**src/rtl/vga_pkg.sv**
```systemverilog
// Shared 640x480 VGA display constants, colour type and sprite coordinate helper.
package vga_pkg;

  localparam int unsigned H_VIS_START = 144;
  localparam int unsigned H_VIS_END   = 783;
  localparam int unsigned V_VIS_START = 35;
  localparam int unsigned V_VIS_END   = 514;

  typedef logic [11:0] pixel_t;

  localparam pixel_t BLACK = 12'h000;
  localparam pixel_t WHITE = 12'hFFF;
  localparam pixel_t RED   = 12'hF00;

  // One axis step in 11 bits so pos+st never wraps before the bound compare.
  function automatic logic [10:0] next_coord(
    input logic [10:0] pos,
    input logic        inc,
    input logic        dec,
    input logic [10:0] lo,
    input logic [10:0] hi,
    input logic [10:0] st,
    input logic        wrap
  );
    logic [10:0] r;
    r = pos;
    if (inc && !dec) begin
      if (pos + st > hi) r = wrap ? lo : hi;
      else               r = pos + st;
    end else if (dec && !inc) begin
      if (pos < lo + st) r = wrap ? hi : lo;
      else               r = pos - st;
    end
    return r;
  endfunction

endpackage

```
**src/rtl/tick_divider.sv**
```systemverilog
// Free-running divider: one-cycle tick every DIV enabled clocks; count holds while en=0.
module tick_divider #(
  parameter int unsigned DIV = 250000
) (
  input  logic clk,
  input  logic rst,
  input  logic en,
  output logic tick
);

  localparam int unsigned CW = (DIV > 1) ? $clog2(DIV) : 1;

  logic [CW-1:0] cnt_q;
  logic [CW-1:0] cnt_d;

  assign tick = en && (cnt_q == CW'(DIV - 1));

  always_comb begin
    cnt_d = cnt_q;
    if (en) cnt_d = tick ? '0 : cnt_q + CW'(1);
  end

  always_ff @(posedge clk) begin
    if (rst) cnt_q <= '0;
    else     cnt_q <= cnt_d;
  end

endmodule

```
**src/rtl/sprite_mover.sv**
```systemverilog
// Square sprite over background with 8-way motion, wrap/clamp edges and frame-start commit.
// Optional perimeter highlight when SPRITE_OUTLINE_EN is defined.
module sprite_mover
  import vga_pkg::*;
#(
  parameter int unsigned X_MIN    = H_VIS_START,
  parameter int unsigned X_MAX    = H_VIS_END,
  parameter int unsigned Y_MIN    = V_VIS_START,
  parameter int unsigned Y_MAX    = V_VIS_END,
  parameter int unsigned X_RST    = 450,
  parameter int unsigned Y_RST    = 250,
  parameter int unsigned HALF     = 5,
  parameter int unsigned STEP     = 1,
  parameter int unsigned TICK_DIV = 250000,
  parameter int unsigned WRAP     = 1,
  parameter pixel_t      COLOR    = RED
) (
  input  logic        clk,
  input  logic        rst,
  input  logic        enable,
  input  logic        bright,
  input  logic        up,
  input  logic        down,
  input  logic        left,
  input  logic        right,
  input  logic [9:0]  hCount,
  input  logic [9:0]  vCount,
  input  logic [11:0] background,
  output logic [11:0] rgb,
  output logic        sprite_on,
  output logic [9:0]  xpos,
  output logic [9:0]  ypos
);

  localparam logic [10:0] X_MIN11 = 11'(X_MIN);
  localparam logic [10:0] X_MAX11 = 11'(X_MAX);
  localparam logic [10:0] Y_MIN11 = 11'(Y_MIN);
  localparam logic [10:0] Y_MAX11 = 11'(Y_MAX);
  localparam logic [10:0] STEP11  = 11'(STEP);
  localparam logic [10:0] HALF11  = 11'(HALF);
  localparam logic        WRAP_EN = (WRAP != 0);

  logic        move_tick;
  logic [9:0]  shadow_x_q, shadow_x_d, shadow_y_q, shadow_y_d;
  logic [9:0]  xpos_q, xpos_d, ypos_q, ypos_d;
  pixel_t      rgb_q, rgb_d;
  logic        sprite_on_q, sprite_on_d;

  logic [10:0] h11, v11, x11, y11;
  logic        frame_start, hit;

  tick_divider #(.DIV(TICK_DIV)) u_tick (
    .clk  (clk),
    .rst  (rst),
    .en   (enable),
    .tick (move_tick)
  );

  assign h11         = {1'b0, hCount};
  assign v11         = {1'b0, vCount};
  assign x11         = {1'b0, xpos_q};
  assign y11         = {1'b0, ypos_q};
  assign frame_start = (hCount == 10'd0) && (vCount == 10'd0);
  assign hit = (h11 >= x11 - HALF11) && (h11 <= x11 + HALF11) &&
               (v11 >= y11 - HALF11) && (v11 <= y11 + HALF11);

`ifdef SPRITE_OUTLINE_EN
  logic perim;
  assign perim = (h11 == x11 - HALF11) || (h11 == x11 + HALF11) ||
                 (v11 == y11 - HALF11) || (v11 == y11 + HALF11);
`endif

  // Commit samples the pre-tick shadow, so a coincident move lands next frame.
  always_comb begin
    shadow_x_d  = shadow_x_q;
    shadow_y_d  = shadow_y_q;
    xpos_d      = xpos_q;
    ypos_d      = ypos_q;
    rgb_d       = BLACK;
    sprite_on_d = 1'b0;

    if (move_tick) begin
      shadow_x_d = 10'(next_coord({1'b0, shadow_x_q}, right, left,
                                  X_MIN11, X_MAX11, STEP11, WRAP_EN));
      shadow_y_d = 10'(next_coord({1'b0, shadow_y_q}, down, up,
                                  Y_MIN11, Y_MAX11, STEP11, WRAP_EN));
    end

    if (frame_start) begin
      xpos_d = shadow_x_q;
      ypos_d = shadow_y_q;
    end

    if (bright) begin
      if (enable && hit) begin
        sprite_on_d = 1'b1;
`ifdef SPRITE_OUTLINE_EN
        rgb_d = perim ? WHITE : COLOR;
`else
        rgb_d = COLOR;
`endif
      end else begin
        rgb_d = background;
      end
    end
  end

  always_ff @(posedge clk) begin
    if (rst) begin
      shadow_x_q  <= 10'(X_RST);
      shadow_y_q  <= 10'(Y_RST);
      xpos_q      <= 10'(X_RST);
      ypos_q      <= 10'(Y_RST);
      rgb_q       <= BLACK;
      sprite_on_q <= 1'b0;
    end else begin
      shadow_x_q  <= shadow_x_d;
      shadow_y_q  <= shadow_y_d;
      xpos_q      <= xpos_d;
      ypos_q      <= ypos_d;
      rgb_q       <= rgb_d;
      sprite_on_q <= sprite_on_d;
    end
  end

  assign rgb       = rgb_q;
  assign sprite_on = sprite_on_q;
  assign xpos      = xpos_q;
  assign ypos      = ypos_q;

endmodule

```
**config.mk**
```make
export PLATFORM = sky130hd
export DESIGN_NAME = sprite_mover
export DESIGN_NICKNAME = d
export VERILOG_FILES = /design/src/rtl/vga_pkg.sv /design/src/rtl/tick_divider.sv /design/src/rtl/sprite_mover.sv
export SDC_FILE = /design/constraint.sdc
export NUM_CORES = 1
export LEC_CHECK = 0
export ABC_CLOCK_PERIOD_IN_PS = 2550
export CORE_ASPECT_RATIO = 1.25
export CORE_MARGIN = 8
export CORE_UTILIZATION = 30
export CTS_BUF_LIST = sky130_fd_sc_hd__clkbuf_4 sky130_fd_sc_hd__clkbuf_8
export DETAILED_ROUTE_END_ITERATION = 6
export PLACE_DENSITY_LB_ADDON = 0.05
export SYNTH_ARGS = -nofsm -noshare
export SYNTH_HDL_FRONTEND = slang
export SYNTH_SLANG_ARGS = --single-unit
```
**constraint.sdc**
```tcl
create_clock -name clk -period 2.55 [get_ports clk]
set_input_delay 0.51 -clock clk [delete_from_list [all_inputs] [get_ports clk]]
set_output_delay 0.51 -clock clk [all_outputs]
set_load 0.02 [all_outputs]
```
==> results.toml <==
[status]
status = "complete, no violations"

[route]
drt_iter0_markers = 365
first_pass_iters = 5
antenna_left = 0
wl_um = 18600
via_per_inst = 5.28
avgRoutedWirePerCell_um = 16.5
via_count = 5945
drc = 0

[yosys]
synth_cell_types = 72
synth_enable_flop_cells = 0
synth.area.top_cells = "dfxtp_1 25%, ha_1 11%, xor2_1 4.9%, nor2_1 4.4%, nand2_1 4.4%"
synth_top_area_frac = 0.255
synthCells = 724
synthSimpleGateAreaFrac = 0.264
synth_top_cells_by_count = "71 x dfxtp_1, 66 x nor2_1, 65 x nand2_1, 51 x ha_1, 48 x a21oi_1"
syn_area_um2 = 5580
ys_seq_area_frac = 0.255
yosysMostFrequentCell = "dfxtp_1"
syn-num-nets = 815
avgSynthCellArea_um2 = 7.71
synth_compound_area_frac = 0.196
ys_ff_latch = 71
synth_ff_type = "dfxtp_1"
synth_xor_area_frac = 0.0831
ys.warnings.count = 0
async_flop_share = 0
synthAdderAreaFrac = 0.114
synth_top_family_by_area = "simple AND/OR/NAND/NOR gates"
synth_top_cell_by_area = "dfxtp_1"
synth_mux_area_frac = 0.0341

[global_route]
grt_max_degree = 30
gr-total-overflow = 0
grt_first_pass_wirelength_um = 31000
grt_pass1_vias = 6096
antenna_found_initial = 0
grt_usage = 0.159

[cts]
cts_made_buffers = 9
cts.sinks = 71
cts.clk_slew.worst_paths_ns = 0.08
clockBufferDepth = 2
cts_hold_buffers = 0
cts_htree_levels = 3
cts_root_buf = "clkbuf_8"
cts_tree = "built"
clk_latency_ns = 0.36

[setup_path]
r2r_slack_ns = 0.03
r2r-end = "rgb[4]"
r2r-start = "ypos[0]"
start_kind = "register"
cp_max_fo = 8
reg2regPathDepth = 12
worstPathRequired_ns = 2.79
arrival_ns = 2.76
critical_path_class = "register to register"
startpoint = "ypos[0]"
endpoint_kind = "register"

[finish]
stdcell_count = 1126
multi_input_area_um2 = 4130
regArea_um2 = 1440
drive_gt1_frac = 0.240
syn2layout_area_growth_pct = 41.7
fillers = 1892
diodes = 0
nets = 980

[sta]
fin_skew_ns = 0.0146
fin_crit_sh = 0.988
max_freq_mhz = 397
whs_ns = 0.487
slew_violations = 0
rsz0062_at_grt = "true"
period_needed_ns = 2.52
finalSetupViolations = 0
max-slew-margin-rel = 0.650
tightest_slew_ns = 0.525
hold_violations = 0

[power_and_ir_drop]
vdd_drop_max_mv = 0.238
powerDensity_nw_per_um2 = 307
p_leak_uw = 0.00312

[floorplanning]
io_pins = 73
fp.dieArea_um2 = 23300
die_y_um = 169
fp.coreArea_um2 = 18500
die_w_um = 138
placementRows = 56
start_util = 0.302

[worst_hold_path]
holdPathEnd = "u_tick.cnt_q[16]"
hold_class = "register to register"
min_path_cells = 2
holdCritStartpoint = "u_tick.cnt_q[16]"

[run]
maxCapViolations = 0

[place]
io_buffers = 72
globalplace.congestion = 0.898
dp_cells = 1099
dp_hpwl_um = 14500
## kinds of logic (layout without fill, tap and decap cells)
family | after synthesis | count (layout)
AOI/OAI and AO/OA | 166 | 166
xor gates and xnor gates | 53 | 53
adders and majority gates | 51 | 51
buffers and inverters | 78 | 248
DFF | 71 | 71
muxes | 19 | 19
and+or+nand+nor | 286 | 286
## layout make-up
| cell class | instances | share of cell area |
|---|---|---|
| multi-input combinational | 575 | 0.521 |
| timing repair buffer | 205 | 0.221 |
| sequential | 71 | 0.182 |
| tap | 232 | 0.0367 |
| clock buffer | 12 | 0.0193 |
| inverter | 27 | 0.0138 |
| clock inverter | 4 | 0.00569 |
## report_power, final
group          internal, uW  switching [uW]  total [uW]
logic                   175             172         347
registers              1120            4.96        1120
clock network           497             461         958
## sequential cells by signal, summed over array words and instances, names as in the netlist
signal        flops
shadow_x_q       10
shadow_y_q       10
xpos             10
ypos             10
u_tick.cnt_q     18
sprite_on         1
rgb              12
## metal layers
layer,routed length (um),vias to the layer above,share of wire,global-route usage
met3,827,23,0.044,0.0280
met4,280,0,0.015,0.0459
met2,9220,171,0.50,0.285
met1,8260,2786,0.44,0.189
li1,-,2965,-,-
met5,0,-,0,0
## metrics by stage
| stage | TNS [ns] | util | power, uW | worst slack, ns | instance area, um2 |
|---|---|---|---|---|---|
| floorplan | 0 | - | 1300 | 0.00205 | 5640 |
| detailed placement | -4.94 | 0.398 | 1480 | -0.372 | 7360 |
| finish | 0 | 0.428 | 2430 | 0.0312 | 7910 |
| CTS | 0 | 0.420 | 2470 | 0.00237 | 7780 |
| global placement | -3.99 | 0.398 | 1480 | -0.261 | 7360 |
| global route | -1.22 | 0.428 | 2550 | -0.139 | 7910 |
## cell usage in the layout, fill, tap and decap left out, types with 5 or more instances in the layout
master	count
a211oi_1	6
a21o_1	5
a21oi_1	45
a31oi_1	8
and3_1	6
and4_1	7
buf_4	130
clkbuf_8	10
clkdlybuf4s50_1	72
dfxtp_1	62
dfxtp_2	5
ha_1	48
inv_1	23
mux2i_1	19
nand2_1	62
nand2b_1	10
nand3_1	27
nand4_1	14
nor2_1	60
nor2_2	5
nor2b_1	7
nor3_1	24
nor4_1	16
o211ai_1	10
o21a_1	5
o21ai_0	20
o21ai_1	9
o22ai_1	5
o31ai_1	7
or2_2	5
xnor2_1	21
xor2_1	31
## worst max-delay path: stages (launching register included)
cell and delay (ns):
dfxtp_4 0.42, ha_4 0.15, nor2_1 0.04, nor2_2 0.19, nand2_1 0.10, xor2_1 0.15
ha_1 0.34, a21o_1 0.18, a211oi_2 0.17, a311o_1 0.25, o311a_1 0.20, buf_6 0.13
a21oi_1 0.06
## worst max path at each step
stage	to	slack, ns	depth (start not counted)
after floorplan	rgb[0]	0.002	12
final	rgb[4]	0.03	12
after global routing	rgb[5]	-0.14	15
after detailed placement	rgb[1]	-0.37	9
after CTS	rgb[4]	0.002	15
after global placement	rgb[9]	-0.26	13
## what timing repair did
action / 4_1_cts / 5_1_grt
setup endpoints to repair: 13 / 15
endpoints found under the hold margin: 0 / 0
buffers inserted: 7 / 4
gates resized for setup: 44 / 30
pin swaps: 4 / 14
cloned: 0 / 0
Power figures use the tool's default switching activity.
